==> src/rtl/modn_pwm_stage.sv <==
// modn_pwm_stage
// Turns the count bus of a free-running mod-N counter into a PWM waveform.
// The duty setting is double-buffered and only takes effect when a period
// starts. A small FSM starts and stops the output on period boundaries, so
// no period is ever cut short. Each completed active period produces a
// one-cycle tick and increments a saturating period counter.

module modn_pwm_stage #(
    parameter  int N  = 10,
    parameter  int PW = 16,
    localparam int CW = (N > 1) ? $clog2(N) : 1,
    localparam int DW = $clog2(N + 1)
) (
    input  logic          clk,
    input  logic          rst,
    input  logic [CW-1:0] count_in,
    input  logic          en,
    input  logic          duty_load,
    input  logic [DW-1:0] duty_in,
    output logic          pwm_out,
    output logic          period_tick,
    output logic          running,
    output logic [PW-1:0] periods_done
);

    typedef enum logic [1:0] {
        IDLE  = 2'd0,
        ARMED = 2'd1,
        RUN   = 2'd2,
        DRAIN = 2'd3
    } state_t;

    localparam logic [DW-1:0] DUTY_MAX   = DW'(N);
    localparam logic [CW-1:0] COUNT_LAST = CW'(N - 1);

    state_t        state;
    state_t        state_next;
    logic [DW-1:0] duty_pending;
    logic [DW-1:0] duty_active;

    logic [DW-1:0] duty_clamped;
    logic [DW-1:0] duty_pending_next;
    logic [DW-1:0] duty_active_next;
    logic          period_start;
    logic          period_end;
    logic          compare_hit;

    logic          pwm_next;
    logic          tick_next;
    logic          done_inc;

    // Decode period boundaries and derive the duty value that applies to the
    // count sampled on this edge.
    always_comb begin
        period_start = (count_in == '0);
        period_end   = (count_in == COUNT_LAST);

        // Anything above N means "always high", so clamp to N.
        duty_clamped = (duty_in > DUTY_MAX) ? DUTY_MAX : duty_in;

        duty_pending_next = duty_load ? duty_clamped : duty_pending;

        // At a period start the active duty is reloaded. A load on that same
        // edge bypasses the pending register so it applies to this period.
        duty_active_next = period_start ? duty_pending_next : duty_active;

        // duty_active_next equals duty_active except at a period start, so it
        // is also the value to compare against on this edge.
        compare_hit = (DW'(count_in) < duty_active_next);
    end

    // Hold the pending duty (from the last load) and the active duty (locked
    // for the current period).
    always_ff @(posedge clk) begin
        // NOTE: every sequential register uses non-blocking assignments, so
        // all flops update from the same pre-edge values.
        if (rst) begin
            duty_pending <= '0;
            duty_active  <= '0;
        end else begin
            duty_pending <= duty_pending_next;
            duty_active  <= duty_active_next;
        end
    end

    // Compute the next run/stop state and the values the output registers
    // take on this edge.
    always_comb begin
        // NOTE: assign every output a default before the case statement so
        // that no path infers a latch.
        state_next = state;
        pwm_next   = 1'b0;
        tick_next  = 1'b0;
        done_inc   = 1'b0;

        unique case (state)
            IDLE: begin
                if (en) begin
                    state_next = ARMED;
                end
            end

            ARMED: begin
                if (!en) begin
                    state_next = IDLE;
                end else if (period_start) begin
                    // Enter RUN on the boundary edge itself; the first
                    // compare is issued now.
                    state_next = RUN;
                    pwm_next   = compare_hit;
                end
            end

            RUN: begin
                pwm_next = compare_hit;
                if (period_end) begin
                    tick_next = 1'b1;
                    done_inc  = 1'b1;
                end
                // A drop at the period end drains the whole following period.
                if (!en) begin
                    state_next = DRAIN;
                end
            end

            DRAIN: begin
                pwm_next = compare_hit;
                if (period_end) begin
                    tick_next = 1'b1;
                    done_inc  = 1'b1;
                end
                if (en) begin
                    state_next = RUN;
                end else if (period_end) begin
                    state_next = IDLE;
                end
            end

            default: begin
                state_next = IDLE;
            end
        endcase
    end

    // State register. A reset stops the output immediately, with no drain.
    always_ff @(posedge clk) begin
        if (rst) begin
            state <= IDLE;
        end else begin
            state <= state_next;
        end
    end

    // Register the PWM output, the end-of-period tick and the saturating
    // count of completed periods.
    always_ff @(posedge clk) begin
        if (rst) begin
            pwm_out      <= 1'b0;
            period_tick  <= 1'b0;
            periods_done <= '0;
        end else begin
            pwm_out     <= pwm_next;
            period_tick <= tick_next;
            if (done_inc && (periods_done != '1)) begin
                periods_done <= periods_done + PW'(1);
            end
        end
    end

    // Decode running from the registered state, so no input reaches it
    // combinationally.
    assign running = (state == RUN) || (state == DRAIN);

endmodule
==> config.mk <==
export PLATFORM = sky130hd
export DESIGN_NAME = modn_pwm_stage
export DESIGN_NICKNAME = d
export VERILOG_FILES = /design/src/rtl/modn_pwm_stage.sv
export SDC_FILE = /design/constraint.sdc
export NUM_CORES = 1
export LEC_CHECK = 0
export CAP_MARGIN = 10
export CORE_ASPECT_RATIO = 0.7
export CORE_MARGIN = 2
export CORE_UTILIZATION = 45
export CTS_CLUSTER_SIZE = 24
export DETAILED_ROUTE_END_ITERATION = 8
export GPL_ROUTABILITY_DRIVEN = 0
export GPL_TIMING_DRIVEN = 0
export HOLD_SLACK_MARGIN = 0.05
export MAX_ROUTING_LAYER = met4
export PLACE_DENSITY = 0.75
export RECOVER_POWER = 50
export REMOVE_ABC_BUFFERS = 1
export SYNTH_ARGS = -nofsm -noshare
export SYNTH_HDL_FRONTEND = slang
export SYNTH_SLANG_ARGS = --single-unit
==> constraint.sdc <==
create_clock -name clk -period 2 [get_ports clk]
set_input_delay 0.4 -clock clk [delete_from_list [all_inputs] [get_ports clk]]
set_output_delay 0.4 -clock clk [all_outputs]
set_load 0.005 [all_outputs]
# Word level (Yosys, flattened, before mapping)
# Index checks and enable logic that the tools add are counted.
# op_classes
addsub	1
n_lt_le_gt_ge	2
eq_ne	9
n_mux	15
reduce_logical	6
# op_table
op	count
$add A16 B1 Y16 const B	1
$ne A16 B16 Y1 const B	1
$mux W2	6
$mux W4	3
$pmux W2 S4	1
$ne A3 B3 Y1 const B	2
$eq A2 B2 Y1 const B	2
$eq A4 B4 Y1 const B	1
$gt A4 B4 Y1 const B	1
$logic_not A4 Y1	1
$lt A4 B4 Y1	1
$mux W1	4
$ne A2 B2 Y1 const B	2
$reduce_and A4 Y1	1
$eq A2 B1 Y1 const B	1
$logic_not A2 Y1	1
$pmux W1 S2	1
$reduce_or A2 Y1	1
$logic_and A1 B1 Y1	1
$logic_or A1 B1 Y1	1
# word_totals
reg_bits	28
inputBits	12
out_inout_bits	19
word_cells	39

# Depth between registers and ports, before layout
# depth
ltp_word	8
depth_mapped	7
ltp_nobuf	6

# Least setup slack after synthesis
# Ideal clock, no wire load.
# synth_path
kind	input port to flip-flop
start	input port count_in[1]
end	register pwm_out
setup_ns	0.058
arrival_ns	1.880
required_ns	1.942
slack_ns	0.061
stages	7
path_buffers	1
path_cell_list	nor4_1 buf_2 nand2_1 o21ai_0 ha_1 a2111oi_0 o21a_1
# synth_via
elab_chain_cells	6
# synth_rtl
element	line	rtl
start: declaration	16	input logic [CW-1:0] count_in,
$logic_not A4 Y1	55	period_start = (count_in == '0);
$mux W4	65	duty_active_next = period_start ? duty_pending_next : duty_active;
$lt A4 B4 Y1	69	compare_hit = (DW'(count_in) < duty_active_next);
$mux W1	106	end else if (period_start) begin
$mux W1	104	if (!en) begin
$pmux W1 S2 *	96	unique case (state)
end signal: assignment	162	pwm_out <= pwm_next;
end: declaration	20	output logic pwm_out,
# Mark *: on every way between the ends. The rest lies on a longest branch, timed or not.
# A chain may end at the register's enable or synchronous reset.

# Worst setup path in the final report
# layout_path
start	input port count_in[2]
end	register pwm_out
# Same word-level chain as after synthesis.

==> impl_metrics.ini <==
[drt]
route.detailed.drc = 0
drt_iter0_drc = 78
drt-pass1-iter-count = 4
routed_via_density = 5.65
vias = 1334
wl_per_cell_um = 14.2
drt_wl_total_um = 3340
antenna_left = 0

[sta]
max_freq_ghz = 0.518
fin_setup_tns_ns = 0
relSlewSlack = 0.274
holdWs_ns = 0.490
fin_crit_sh = 0.964
hold_viol_final = 0
skew_ns = 0.00680
slew_viol_final = 0
finalSetupViolCount = 0
setup_ws_ns = 0.0711
period_minus_slack_ns = 1.93
worst_pin_slew_ns = 1.09

[pwr]
irDropWorstVdd_mv = 0.394
power_density_nw_per_um2 = 522
leakage_nw = 0.775

[floorplanning]
rows = 17
io_pins = 31
die_h_um = 51.5
die_w_um = 71.9
core_um2 = 3110
fp.dieArea_um2 = 3700
floorplan.initialDensity = 0.467

[global_routing]
grt_pass1_vias = 1324
grt_use_total = 0.206
grt_pass1_wl_um = 5840
grt_max_degree = 30
antenna_found_initial = 0
grt_overflow = 0

[synth]
synth-main-ff-cell = dfxtp_1
synth_area_um2 = 1450
async_reset_ff_frac = 0
yosysWarnings = 0
synth_top_area_share = 0.386
synth_most_common_cell = dfxtp_1
yosysSeqAreaShare = 0.386
synthCells = 161
yosysUniqueCellTypes = 41
synth_commonest_cells = dfxtp_1 (28), a21oi_1 (15), nor2_1 (15)
synth_edf_count = 0
synth_seq_cells = 28
syn_area_per_cell_um2 = 9.01
synth_top_area_cell = dfxtp_1
ys_top_cells_by_area = dfxtp_1 (39%), a21oi_1 (5.2%), nand4_4 (4.4%)

[job]
drv_cap = 0

[final_layout]
syn_to_final_growth_pct = 32.7
final_area_um2 = 1930
drive_gt1_frac = 0.136
nets = 215
diodes = 0
instances_no_fill = 236

[placed_design]
dpl.hpwl_um = 2220
place_inst = 222
place_area_um2 = 1760
io_buffers = 30
pre_cts_ws_ns = -1.11

[clock_tree]
clockBufferDepth = 2
cts.sinks = 28
cts-root-buf = clkbuf_8
clock_latency_ns = 0.28
cts_tree = done
cts_inserted_buffers = 3
clk_pin_slew_ns = 0.09
cts_max_level = 1

[worst_setup_path]
crit_family = compound AO/OA/AOI/OAI gates
cp.required_ns = 2.23
path_class = input port to flop
critical_path.max_fanout = 4
critPathSlowestCell = a2111oi_2
critPathArrivalTime_ns = 2.16
startpoint_type = input port
slowest_delay_ns = 0.38
cp.buffers_inverters = 2
crit_path_end_kind = flop
crit_chain = dlygate4sd2_1 > nor4_4 > buf_2 > nand2_1 > o21ai_2 > ha_1 > a2111oi_2 > o21a_1

[min_path]
hold_path_class = flop to flop

[outcome]
run_status = finished clean
==> layout by cell type (no fill, tap or decap), drive strengths merged, types with 2 or more instances in the layout <==
| cell type | Yosys | routed |
|---|---|---|
| a2111oi | 3 | 3 |
| a211oi | 5 | 5 |
| a21oi | 15 | 15 |
| a31oi | 2 | 2 |
| and2 | 2 | 2 |
| buf | 3 | 10 |
| clkbuf | 5 | 5 |
| clkdlybuf4s50 | 0 | 13 |
| dfxtp | 28 | 28 |
| dlygate4sd2 | 0 | 4 |
| dlygate4sd3 | 0 | 11 |
| dlymetal6s2s | 0 | 2 |
| ha | 4 | 4 |
| inv | 6 | 6 |
| mux2 | 4 | 4 |
| mux2i | 3 | 3 |
| nand2 | 12 | 12 |
| nand3 | 5 | 5 |
| nand4 | 4 | 4 |
| nor2 | 15 | 15 |
| nor2b | 5 | 5 |
| nor4 | 3 | 3 |
| o211ai | 2 | 2 |
| o21ai | 5 | 5 |
| o31ai | 7 | 7 |
| or2 | 2 | 2 |
| or3 | 3 | 3 |
| or4 | 7 | 7 |
==> where the power goes <==
part | total (mW) | switching (mW) | internal (mW) | leakage [nW]
registers | 0.570 | 0.00460 | 0.566 | 0.227
clock network | 0.350 | 0.174 | 0.176 | 0.0288
logic | 0.0849 | 0.0457 | 0.0392 | 0.520
total | 1.01 | 0.224 | 0.781 | 0.775
==> state kept, by name, indices dropped and copies added (netlist names), named ones only <==
signal	cells
duty_active	4
duty_pending	4
period_tick	1
periods_done	16
pwm_out	1
state	1
==> area by class of cell <==
type	instances	area, um2
inverter	6	22.5
tap	38	47.5
clock buffer	4	55.1
multi-input combinational	119	860
fill	258	1180
timing repair buffer	41	380
sequential	28	561
==> through the flow <==
stage / utilization / total power, mW
2_1_floorplan: - / 0.613
3_3_place_gp: 0.566 / 0.653
3_5_place_dp: 0.567 / 0.659
4_1_cts: 0.610 / 1.02
5_1_grt: 0.620 / 1.05
6_report: 0.620 / 1.01
==> layer usage <==
metal	wire length, um	global-route usage
met3	133	0.0543
met1	1600	0.246
met4	34	0.0629
met5	0	-
met2	1570	0.346
==> worst register-to-register path, cell delays in order (launching register included) <==
cell and delay [ns]:
dfxtp_1 0.45, and4_1 0.43, nand4_4 0.20, or3_1 0.41, o311a_1 0.29
==> what timing repair did <==
| item | CTS | global route |
|---|---|---|
| setup endpoints to repair | 5 | 14 |
| setup buffers | 6 | 4 |
| cloned | 0 | 0 |
| pin swaps | 3 | 2 |
| hold buffers | 0 | 0 |
| resized for setup | 14 | 2 |
==> cells by family after synthesis <==
family,share of synthesized area
adders and majority gates,0.0345
AOI/OAI and AO/OA,0.198
DFF,0.386
buffers and inverters,0.0448
muxes,0.0517
xor gates and xnor gates,0.00604
and+or+nand+nor,0.278
==> path summary, 6_finish.rpt <==
kind / slack, ns / startpoint / to / cells past startpoint
min: 0.49 / duty_pending[2]$_SDFF_PP0_ / duty_pending[2]$_SDFF_PP0_ / 2
max reg2reg: 0.11 / periods_done[2]$_SDFFE_PP0P_ / periods_done[15]$_SDFFE_PP0P_ / 4
min reg2reg: 0.49 / duty_pending[2]$_SDFF_PP0_ / duty_pending[2]$_SDFF_PP0_ / 2
max: 0.07 / count_in[2] / pwm_out$_SDFF_PP0_ / 8
No activity file was read; power rests on OpenSTA's default activity.
